`src/rtl/serial_adder_pkg.sv`:
```
// Shared types and elaboration helpers for the digit-serial adder.
package serial_adder_pkg;

    typedef enum logic [1:0] {
        ST_IDLE = 2'd0,
        ST_RUN  = 2'd1,
        ST_DONE = 2'd2
    } state_t;

    // Number of DIGIT-wide slices in a WIDTH-bit operand.
    function automatic int unsigned calc_ndig(input int unsigned width, input int unsigned digit);
        return (digit == 0) ? 32'd0 : width / digit;
    endfunction

    // Slice counter width; one bit minimum so a single-slice build still has a counter.
    function automatic int unsigned calc_cnt_w(input int unsigned ndig);
        return (ndig <= 1) ? 32'd1 : 32'($clog2(ndig));
    endfunction

endpackage

```
`src/rtl/adder_slice.sv`:
```
// DIGIT-bit combinational ripple adder built from half-adder gate pairs;
// exposes the carry into the top bit for overflow detection.
module adder_slice #(
    parameter int unsigned DIGIT = 1
) (
    input  logic [DIGIT-1:0] a,
    input  logic [DIGIT-1:0] b,
    input  logic             c_in,
    output logic [DIGIT-1:0] sum,
    output logic             c_out,
    output logic             c_msb_in
);

    logic [DIGIT:0] c;

    assign c[0] = c_in;

    // Each full adder is two half adders plus an OR merging their carries.
    for (genvar i = 0; i < DIGIT; i++) begin : g_fa
        logic p;
        logic g;
        logic t;
        xor u_ha0_s (p,      a[i], b[i]);
        and u_ha0_c (g,      a[i], b[i]);
        xor u_ha1_s (sum[i], p,    c[i]);
        and u_ha1_c (t,      p,    c[i]);
        or  u_cmerge (c[i+1], g,   t);
    end

    assign c_out    = c[DIGIT];
    assign c_msb_in = c[DIGIT-1];

endmodule

```
`src/rtl/serial_adder.sv`:
```
// Digit-serial add/subtract: processes DIGIT bits per clock, LSB slice first,
// and presents the registered result with a one-cycle done pulse.
module serial_adder
    import serial_adder_pkg::*;
#(
    parameter int unsigned WIDTH = 8,
    parameter int unsigned DIGIT = 1
) (
    input  logic             clk,
    input  logic             rst_n,
    input  logic             start,
    input  logic             sub,
    input  logic [WIDTH-1:0] a,
    input  logic [WIDTH-1:0] b,
    input  logic             c_in,
    output logic             busy,
    output logic             done,
    output logic [WIDTH-1:0] sum,
    output logic             c_out,
    output logic             ovf
);

    localparam int unsigned NDIG  = calc_ndig(WIDTH, DIGIT);
    localparam int unsigned CNT_W = calc_cnt_w(NDIG);
    localparam logic [CNT_W-1:0] CNT_LAST = CNT_W'(NDIG - 1);

    if (WIDTH < 2 || DIGIT < 1 || (WIDTH % DIGIT) != 0) begin : g_param_check
        $error("serial_adder: DIGIT must be >= 1 and divide WIDTH (WIDTH >= 2)");
    end

    state_t           state;
    logic [WIDTH-1:0] a_sh;
    logic [WIDTH-1:0] b_sh;
    logic [WIDTH-1:0] res_sh;
    logic             carry;
    logic [CNT_W-1:0] cnt;

    logic [DIGIT-1:0] slice_sum;
    logic             slice_cout;
    logic             slice_cmsb;
    logic [WIDTH-1:0] res_next;

    adder_slice #(.DIGIT(DIGIT)) u_slice (
        .a        (a_sh[DIGIT-1:0]),
        .b        (b_sh[DIGIT-1:0]),
        .c_in     (carry),
        .sum      (slice_sum),
        .c_out    (slice_cout),
        .c_msb_in (slice_cmsb)
    );

    // New slice enters at the top; after NDIG shifts the first slice sits at bit 0.
    assign res_next = (res_sh >> DIGIT) | (WIDTH'(slice_sum) << (WIDTH - DIGIT));

    always_ff @(posedge clk or negedge rst_n) begin
        if (!rst_n) begin
            state  <= ST_IDLE;
            a_sh   <= '0;
            b_sh   <= '0;
            res_sh <= '0;
            carry  <= 1'b0;
            cnt    <= '0;
            busy   <= 1'b0;
            done   <= 1'b0;
            sum    <= '0;
            c_out  <= 1'b0;
            ovf    <= 1'b0;
        end else begin
            case (state)
                ST_IDLE, ST_DONE: begin
                    done <= 1'b0;
                    if (start) begin
                        // Subtract is a + ~b + 1; c_in has no effect in that mode.
                        a_sh   <= a;
                        b_sh   <= sub ? ~b : b;
                        carry  <= sub | c_in;
                        cnt    <= '0;
                        res_sh <= '0;
                        busy   <= 1'b1;
                        state  <= ST_RUN;
                    end else begin
                        state <= ST_IDLE;
                    end
                end
                ST_RUN: begin
                    a_sh   <= a_sh >> DIGIT;
                    b_sh   <= b_sh >> DIGIT;
                    carry  <= slice_cout;
                    res_sh <= res_next;
                    if (cnt == CNT_LAST) begin
                        state <= ST_DONE;
                        busy  <= 1'b0;
                        done  <= 1'b1;
                        sum   <= res_next;
                        c_out <= slice_cout;
                        ovf   <= slice_cout ^ slice_cmsb;
                    end else begin
                        cnt <= cnt + CNT_W'(1);
                    end
                end
                default: begin
                    state <= ST_IDLE;
                    busy  <= 1'b0;
                    done  <= 1'b0;
                end
            endcase
        end
    end

endmodule

```
`config.mk`:
```
export PLATFORM = sky130hd
export DESIGN_NAME = serial_adder
export DESIGN_NICKNAME = d
export VERILOG_FILES = /design/src/rtl/serial_adder_pkg.sv /design/src/rtl/adder_slice.sv /design/src/rtl/serial_adder.sv
export SDC_FILE = /design/constraint.sdc
export NUM_CORES = 1
export LEC_CHECK = 0
export BUFFER_PORTS_ARGS = -buffer_cell sky130_fd_sc_hd__buf_2
export CAP_MARGIN = 5
export CELL_PAD_IN_SITES_DETAIL_PLACEMENT = 1
export CELL_PAD_IN_SITES_GLOBAL_PLACEMENT = 2
export CORE_MARGIN = 5
export CORE_UTILIZATION = 36
export DETAILED_ROUTE_END_ITERATION = 8
export MAX_ROUTING_LAYER = met4
export PLACE_DENSITY_LB_ADDON = 0.15
export SLEW_MARGIN = 20
export SYNTH_ARGS = -nofsm -noshare
export SYNTH_HDL_FRONTEND = slang
export SYNTH_SLANG_ARGS = --single-unit
```
`constraint.sdc`:
```
create_clock -name clk -period 2 [get_ports clk]
set_input_delay 0.3 -clock clk [delete_from_list [all_inputs] [get_ports clk]]
set_output_delay 0.3 -clock clk [all_outputs]
set_load 0.02 [all_outputs]
```
==> results of run 1 <==
-- through the flow --
| step | cells | hold WS, ns | util, % | total power [uW] |
|---|---|---|---|---|
| final | 218 | 0.0542 | 42.6 | 3170 |
| after global routing | 218 | 0.109 | 42.6 | 3420 |
| after CTS | 218 | 0.0737 | 42.6 | 3230 |
| after detailed placement | 210 | 0.399 | 40.6 | 2670 |
| after global placement | 210 | 0.383 | 40.6 | 2580 |
| after floorplan | 132 | 0.00441 | - | 2350 |
-- synthesized netlist by cell type (2+ instances only) --
| library cell | n |
|---|---|
| a21o_1 | 7 |
| a221o_1 | 8 |
| a22o_1 | 16 |
| buf_2 | 5 |
| buf_6 | 2 |
| dfrtp_1 | 40 |
| ha_1 | 2 |
| inv_1 | 3 |
| mux2_2 | 9 |
| nand2_1 | 3 |
| nand3_1 | 3 |
| nor2_1 | 11 |
| o21ai_0 | 2 |
| o21ai_1 | 3 |
| xnor2_1 | 8 |
-- cells in the final DEF (no fill, tap or decap) --
cell type	n
a21o_1	7
a221o_1	8
a22o_1	16
and2b_4	1
buf_2	32
buf_4	1
clkbuf_8	6
clkinv_2	2
dfrtp_1	40
fa_1	1
ha_1	2
inv_1	3
mux2_2	9
nand2_1	3
nand3_1	3
nand3b_1	1
nor2_1	11
nor2_4	1
nor2b_2	1
o21ai_0	2
o21ai_1	3
or2b_1	1
or3b_1	1
xnor2_1	8
xor2_1	1
-- state kept, by name, indices dropped and copies added, names as in the netlist --
| name | flops |
|---|---|
| busy | 1 |
| ovf | 1 |
| sum | 8 |
| res_sh | 7 |
| a_sh | 8 |
| b_sh | 8 |
| state | 2 |
| cnt | 3 |
| c_out | 1 |
| carry | 1 |
-- cells by family (layout without fill, tap and decap cells) --
| logic type | after synthesis | count (layout) | share of synthesized area [%] |
|---|---|---|---|
| AO/OA/AOI/OAI | 36 | 36 | 17.4 |
| XOR/XNOR | 9 | 9 | 4.60 |
| adder cells (fa/ha/maj) | 3 | 3 | 2.63 |
| buffers and inverters | 12 | 44 | 4.08 |
| flip-flops | 40 | 40 | 58.4 |
| multiplexers | 9 | 9 | 5.91 |
| AND/OR/NAND/NOR | 23 | 23 | 7.08 |
-- routing by layer --
| metal | GRT usage, % | vias up | routed length (um) |
|---|---|---|---|
| li1 | - | 536 | - |
| met1 | 14.8 | 567 | 1600 |
| met2 | 20.1 | 27 | 1610 |
| met3 | 3.17 | 7 | 148 |
| met4 | 6.70 | 0 | 79 |
| met5 | - | - | 0 |
-- final cells by class --
type | count | area [um^2]
Multi-Input combinational cell | 80 | 644
Sequential cell | 40 | 1000
Clock inverter | 2 | 10.0
Inverter | 3 | 11.3
Fill cell | 508 | 2680
Timing Repair Buffer | 33 | 168
Clock buffer | 6 | 82.6
Tap cell | 54 | 67.6
-- how the worst max path moves through the flow --
stage	end	slack (ns)	cells after the start
CTS	sum[7]	0.20	4
finish	sum[7]	0.25	4
detailed placement	sum[7]	0.22	4
floorplan	c_out	0.45	5
global route	sum[7]	0.17	4
global placement	c_out	0.32	4
-- worst max-delay path, cell delays in order, from the launching register on --
cell	delay, ns
dfrtp_1	0.40
ha_1	0.21
ha_1	0.20
nand3b_1	0.42
mux2_2	0.40
-- where the power goes --
| part | switching (uW) | total, uW | internal (uW) |
|---|---|---|---|
| combinational | 636 | 1220 | 580 |
| sequential | 227 | 1400 | 1170 |
| clock | 279 | 554 | 275 |
| total | 1140 | 3170 | 2030 |
==> flow_metrics.env, run 1 <==
export IMPL_async_flop_share_pct=100
export IMPL_gp_congestion=0.707
export IMPL_grt_max_degree=41
export IMPL_yosysSeqAreaShare_pct=58.4
export IMPL_rrSetupSlack_ns=0.25
export IMPL_io_pins=33
export IMPL_cts_setup_buffers=0
export IMPL_synthTopCellsByArea="dfrtp_1 (58%), a22o_1 (8.2%), mux2_2 (5.9%)"
export IMPL_required_ns=2.18
export IMPL_drc=0
export IMPL_rsz0062_at_grt="false"
export IMPL_finalCritPeriodShare_pct=87.7
export IMPL_grt_total_usage_pct=12.7
export IMPL_synth_seq_cells=40
export IMPL_ir_worst_vdd_mv=0.430
export IMPL_final_hold_viol_count=0
export IMPL_period_needed_ns=1.75
export IMPL_fp_dieW_um=79.0
export IMPL_row_count=25
export IMPL_critPathLaunchType="flop"
export IMPL_grt_overflow=0
export IMPL_drv_slew=0
export IMPL_start_util_pct=36.8
export IMPL_cts_sinks=40
export IMPL_setup_violations_final=0
export IMPL_worst_path_max_fanout=12
export IMPL_synth_flop_cell="dfrtp_1"
export IMPL_cp_startpoint="cnt[0]"
export IMPL_worstSetupPathType="reg2reg"
export IMPL_r2r_start="cnt[0]"
export IMPL_syn_avg_cell_area_um2=13.0
export IMPL_cts_tree="done"
export IMPL_dp_slack_ns=0.216
export IMPL_first_global_vias=1273
export IMPL_dieArea_um2=6250
export IMPL_syn_inst=132
export IMPL_ant_nets=0
export IMPL_hold_path_class="in2async"
export IMPL_root_buffer="clkbuf_8"
export IMPL_cts_hold_buf=0
export IMPL_wl_per_cell_um=15.7
export IMPL_drive_gt1_share_pct=32.3
export IMPL_first_pass_iters=4
export IMPL_reg2reg_depth=4
export IMPL_die_h_um=79.0
export IMPL_synth_top_area_share_pct=58.4
export IMPL_drv_cap=0
export IMPL_cts_buffer_depth=2
export IMPL_worstPathArrival_ns=1.93
export IMPL_insertion_delay_ns=0.30
export IMPL_antenna_found_initial=0
export IMPL_syn_nets=156
export IMPL_nets=187
export IMPL_worstMarginPinSlew_ns=0.559
export IMPL_tns_ns=0
export IMPL_netlist_area_um2=1720
export IMPL_viasPerCell=5.22
export IMPL_clk_pin_slew_worst_paths_ns=0.08
export IMPL_cts_resized_gates=0
export IMPL_core_um2=4660
export IMPL_drtIter0Drc=50
export IMPL_rr_endpoint="sum[7]"
export IMPL_htreeDepth=2
export IMPL_cts_buffers=5
export IMPL_post_synth_top_area_cell="dfrtp_1"
export IMPL_max_slew_margin_pct=62.6
export IMPL_place_hpwl_um=2420
export IMPL_num_vias=1137
export IMPL_final_area_um2=1980
export IMPL_fin_skew_ns=0.00595
export IMPL_diodes=0
export IMPL_end_kind="flop"
export IMPL_synth_edff_count=0
export IMPL_p_leak_uw=0.00102
export IMPL_max_freq_ghz=0.570
export IMPL_area_delta_synth_final_pct=15.7
export IMPL_place_port_buffers=32
export IMPL_fin_ws_ns=0.247
export IMPL_placed_cell_area_um2=1890
export IMPL_outcome="complete, no violations"
export IMPL_wirelength_um=3430
export IMPL_grt_pass1_wl_um=5940
export IMPL_p_per_area_nw_per_um2=1600
export IMPL_yosysWarnings=0
export IMPL_synthDistinctLibCells=25
(Power assumes the default switching activity.)
==> run 2, diff against run 1 <==
- SYNTH_HIERARCHICAL: default -> 1
==> flow_metrics.env, run 2 <==
export IMPL_outcome="complete, no violations"
export IMPL_dieArea_um2=6270
export IMPL_worstMarginPinSlew_ns=0.544
export IMPL_period_needed_ns=1.74
export IMPL_cts_setup_buffers=0
export IMPL_p_leak_uw=0.00102
export IMPL_synth_flop_cell="dfrtp_1"
export IMPL_yosysSeqAreaShare_pct=58.1
export IMPL_grt_total_usage_pct=11.8
export IMPL_netlist_top_cells_count="dfrtp_1 (40), a22o_1 (16), nor2_1 (11)"
export IMPL_async_flop_share_pct=100
export IMPL_drive_gt1_share_pct=31.9
export IMPL_pwr_share_seq_pct=42.8
export IMPL_cts_resized_gates=0
export IMPL_synth_top_area_share_pct=58.1
export IMPL_worstPathArrival_ns=1.92
export IMPL_fin_skew_ns=0.00899
export IMPL_insertion_delay_ns=0.29
export IMPL_syn_avg_cell_area_um2=13.0
export IMPL_diodes=0
export IMPL_max_slew_margin_pct=63.6
export IMPL_worstSetupPathType="reg2reg"
export IMPL_die_h_um=79.2
export IMPL_drv_slew=0
export IMPL_critPathLaunchType="flop"
export IMPL_antenna_found_initial=0
export IMPL_required_ns=2.18
export IMPL_setup_violations_final=0
export IMPL_nets=189
export IMPL_netlist_area_um2=1720
export IMPL_holdWs_ns=0.0546
export IMPL_first_pass_iters=4
export IMPL_viasPerCell=5.14
export IMPL_gp_congestion=0.711
export IMPL_max_freq_ghz=0.575
export IMPL_syn_nets=157
export IMPL_p_switching_uw=1120
export IMPL_finish_utilization_pct=42.9
export IMPL_grt_pass1_wl_um=5670
export IMPL_cts_hold_buf=0
export IMPL_drc=0
export IMPL_final_hold_viol_count=0
export IMPL_sw_frac_of_total_pct=34.5
export IMPL_htreeDepth=2
export IMPL_place_hpwl_um=2280
export IMPL_wirelength_um=3210
export IMPL_rsz0062_at_grt="false"
export IMPL_synthTopCellsByArea="dfrtp_1 (58%), a22o_1 (8.1%), mux2_2 (5.9%)"
export IMPL_final_area_um2=2010
export IMPL_end_kind="flop"
export IMPL_synthDistinctLibCells=25
export IMPL_worst_path_max_fanout=12
export IMPL_area_delta_synth_final_pct=16.8
export IMPL_synth_seq_cells=40
export IMPL_syn_inst=133
export IMPL_drv_cap=0
export IMPL_layout_commonest_cell="dfrtp_1"
export IMPL_yosysWarnings=6
export IMPL_synth_edff_count=0
export IMPL_final_cell_mix="dfrtp_1 (40), buf_2 (32), a22o_1 (16)"
export IMPL_cts_sinks=40
export IMPL_cts_buffer_depth=2
export IMPL_rrSetupSlack_ns=0.26
export IMPL_start_util_pct=36.7
export IMPL_cts_tree="done"
export IMPL_row_count=25
export IMPL_synth_most_common_cell="dfrtp_1"
export IMPL_hold_path_class="in2async"
export IMPL_cts_buffers=5
export IMPL_first_global_vias=1211
export IMPL_internal_power_uw=2130
export IMPL_total_power_uw=3250
export IMPL_grt_overflow=0
export IMPL_num_vias=1130
export IMPL_io_pins=33
export IMPL_p_per_area_nw_per_um2=1620
export IMPL_root_buffer="clkbuf_8"
export IMPL_reg_largest_list="a_sh: 8 flops, b_sh: 8 flops, sum: 8 flops"
export IMPL_placed_cell_area_um2=1900
export IMPL_ant_nets=0
export IMPL_finalCritPeriodShare_pct=87.0
export IMPL_fill_cells=520
export IMPL_ir_worst_vdd_mv=0.492
export IMPL_clockPowerShare_pct=19.8
export IMPL_place_port_buffers=32
export IMPL_post_synth_top_area_cell="dfrtp_1"
export IMPL_wl_per_cell_um=14.6
export IMPL_tns_ns=0
export IMPL_combPwrFrac_pct=37.3
export IMPL_core_um2=4690
export IMPL_grt_max_degree=41
export IMPL_drtIter0Drc=58
export IMPL_fp_dieW_um=79.2
export IMPL_clk_pin_slew_worst_paths_ns=0.08
[run 2: changes by cell type in the layout (fill, tap and decap cells not counted)]
cell / before / now
buf_4: 1 / 3
bufinv_16: 0 / 1
clkbuf_1: 0 / 1
clkbuf_8: 6 / 5
clkinv_2: 2 / 1
nor2b_1: 0 / 1
nor2b_2: 1 / 0
[run 2: final timing paths]
kind	startpoint	cells after the start	endpoint
max reg2reg	cnt[0]	4	sum[1]
min reg2reg	a_sh[4]	1	a_sh[4]
max in group asynchronous	rst_n	2	b_sh[4]
max	cnt[0]	4	sum[1]
min	rst_n	2	sum[3]
min in group clk	a[7]	2	a_sh[7]
[run 2: layout make-up]
class	instances	area [um^2]	share of cell area, %
flip-flops and latches	40	1000	49.8
clock buffers	6	72.6	3.61
clock inverters	2	35.0	1.74
repair buffers	35	183	9.08
well taps	54	67.6	3.36
inverters	3	11.3	0.560
multi-input cells	80	642	31.9
[run 2: worst max-delay path, stage by stage (launching register included)]
cell      delay, ns
dfrtp_1        0.40
ha_1           0.20
ha_1           0.21
nand3b_1       0.42
mux2_2         0.40
[run 2: power by group through the flow]
| stage | Sequential (uW) | Combinational, uW | Clock (uW) |
|---|---|---|---|
| floorplan | 1480 | 904 | 0 |
| global placement | 1390 | 1200 | 0 |
| detailed placement | 1410 | 1240 | 0 |
| CTS | 1400 | 1250 | 658 |
| global route | 1450 | 1360 | 693 |
| finish | 1390 | 1210 | 645 |
[run 2: metal layers]
metal | GRT usage [%] | share of wire (%)
met5 | - | 0
met4 | 4.64 | 1.3
met3 | 3.17 | 4.8
met2 | 18.0 | 47
met1 | 14.9 | 46
[run 2: per-stage QoR]
stage,instances,setup WS (ns)
global placement,212,0.285
CTS,220,0.225
finish,220,0.260
detailed placement,212,0.233
floorplan,133,0.451
global route,220,0.165
[run 2: cells by family after synthesis]
kind of cell / count (synthesis) / synth area share, %
buffers and inverters: 13 / 4.65
flip-flops: 40 / 58.1
XOR/XNOR: 9 / 4.58
AO/OA/AOI/OAI: 36 / 17.3
adder cells (fa/ha/maj): 3 / 2.61
AND/OR/NAND/NOR: 23 / 6.90
multiplexers: 9 / 5.88
==> run 3, diff against run 2 <==
- CORE_ASPECT_RATIO: default -> 0.5
==> flow_metrics.env, run 3 (synthesized netlist as in run 2, its figures left out) <==
export IMPL_outcome="complete, no violations"
export IMPL_pwr_share_seq_pct=44.0
export IMPL_grt_pass1_wl_um=6230
export IMPL_antenna_found_initial=0
export IMPL_htreeDepth=2
export IMPL_highest_layer="met4"
export IMPL_p_leak_uw=0.00102
export IMPL_hold_path_class="in2reg"
export IMPL_p_per_area_nw_per_um2=1580
export IMPL_final_cell_mix="dfrtp_1 (40), buf_2 (32), a22o_1 (16)"
export IMPL_max_slew_margin_pct=61.0
export IMPL_required_ns=2.17
export IMPL_sw_frac_of_total_pct=36.2
export IMPL_drive_gt1_share_pct=31.7
export IMPL_place_port_buffers=32
export IMPL_start_util_pct=38.2
export IMPL_critPathLaunchType="flop"
export IMPL_total_power_uw=3210
export IMPL_num_vias=1152
export IMPL_worstMarginPinSlew_ns=0.584
export IMPL_place_hpwl_um=2610
export IMPL_wirelength_um=3630
export IMPL_period_needed_ns=1.59
export IMPL_setup_violations_final=0
export IMPL_met2WireLength_um=1510
export IMPL_rr_endpoint="cnt[1]"
export IMPL_layout_commonest_cell="dfrtp_1"
export IMPL_gp_congestion=0.710
export IMPL_cts_resized_gates=0
export IMPL_reg2reg_depth=5
export IMPL_rsz0062_at_grt="false"
export IMPL_worstPathArrival_ns=1.77
export IMPL_root_buffer="clkbuf_8"
export IMPL_grt_total_usage_pct=13.2
export IMPL_wl_per_cell_um=15.6
export IMPL_ir_worst_vdd_mv=0.398
export IMPL_cp_startpoint="cnt[0]"
export IMPL_fp_dieW_um=108
export IMPL_holdWs_ns=0.237
export IMPL_ant_nets=0
export IMPL_drv_slew=0
export IMPL_first_global_vias=1183
export IMPL_die_h_um=58.9
export IMPL_final_hold_viol_count=0
export IMPL_cts_buffer_depth=2
export IMPL_dr_wl_met3_um=159
export IMPL_cts_setup_buffers=0
export IMPL_diodes=0
export IMPL_tns_ns=0
export IMPL_area_delta_synth_final_pct=18.2
export IMPL_drv_cap=0
export IMPL_end_kind="flop"
export IMPL_cts_tree="done"
export IMPL_grt_overflow=0
export IMPL_combPwrFrac_pct=38.7
export IMPL_fin_skew_ns=0.00808
export IMPL_row_count=17
export IMPL_rrSetupSlack_ns=0.41
export IMPL_worst_path_max_fanout=7
export IMPL_cts_buffers=5
export IMPL_core_um2=4510
export IMPL_viasPerCell=4.94
export IMPL_max_freq_ghz=0.627
export IMPL_dieArea_um2=6350
export IMPL_cts_sinks=40
export IMPL_crit_path_end="cnt[1]"
export IMPL_reg_largest_list="a_sh: 8 flops, b_sh: 8 flops, sum: 8 flops"
export IMPL_drtIter0Drc=29
export IMPL_r2r_start="cnt[0]"
export IMPL_clk_pin_slew_worst_paths_ns=0.08
export IMPL_wl_met1_um=1930
export IMPL_worstSetupPathType="reg2reg"
export IMPL_insertion_delay_ns=0.29
export IMPL_finalCritPeriodShare_pct=79.7
export IMPL_nets=190
export IMPL_clockPowerShare_pct=17.4
export IMPL_first_pass_iters=4
export IMPL_p_switching_uw=1160
export IMPL_drc=0
export IMPL_internal_power_uw=2050
export IMPL_io_pins=33
export IMPL_grt_max_degree=25
export IMPL_fill_cells=499
[run 3: per-stage QoR]
step                area, um^2  cells  util [%]  setup slack [ns]
global route              2040    233      45.1             0.305
CTS                       2040    233      45.1             0.404
floorplan                 1720    133         -             0.451
finish                    2040    233      45.1             0.405
global placement          1930    224      42.8             0.457
detailed placement        1930    224      42.8             0.410
[run 3: how the worst min path moves through the flow]
stage | cells after the start | start | endpoint
global placement | 1 | rst_n | res_sh[2]
global route | 2 | a[7] | a_sh[7]
floorplan | 0 | rst_n | a_sh[0]
CTS | 2 | a[7] | a_sh[7]
finish | 2 | a[7] | a_sh[7]
detailed placement | 1 | rst_n | sum[0]
[run 3: final cells by class]
| type | instances | area, um^2 | share of cell area, % |
|---|---|---|---|
| clock inverter | 1 | 7.51 | 0.369 |
| timing repair buffer | 36 | 205 | 10.1 |
| sequential | 40 | 1000 | 49.2 |
| multi-input combinational | 80 | 642 | 31.5 |
| tap | 66 | 82.6 | 4.06 |
| clock buffer | 7 | 86.3 | 4.24 |
| inverter | 3 | 11.3 | 0.553 |
[run 3: routing by layer]
layer / track usage (%) / vias to the layer above
met2: 18.4 / 22
met4: 3.24 / 0
met5: - / -
met3: 4.27 / 5
li1: - / 545
met1: 18.5 / 580
[run 3: power groups by stage]
stage / Combinational [uW] / Clock [uW] / Sequential [uW]
after floorplan: 904 / 0 / 1480
after global placement: 1220 / 0 / 1410
after detailed placement: 1260 / 0 / 1420
after CTS: 1260 / 574 / 1410
after global routing: 1380 / 616 / 1450
final: 1240 / 556 / 1410
[run 3: critical path, cell delays in order (launching register included)]
cell	delay (ns)
dfrtp_1	0.40
ha_1	0.21
ha_1	0.21
or3b_1	0.47
nand3_1	0.13
o21ai_1	0.07
[run 3: what timing repair did]
item                                    4_1_cts  5_1_grt
hold endpoints to repair                     19        0
hold buffers                                  1        0
endpoints found under the setup margin        0        0
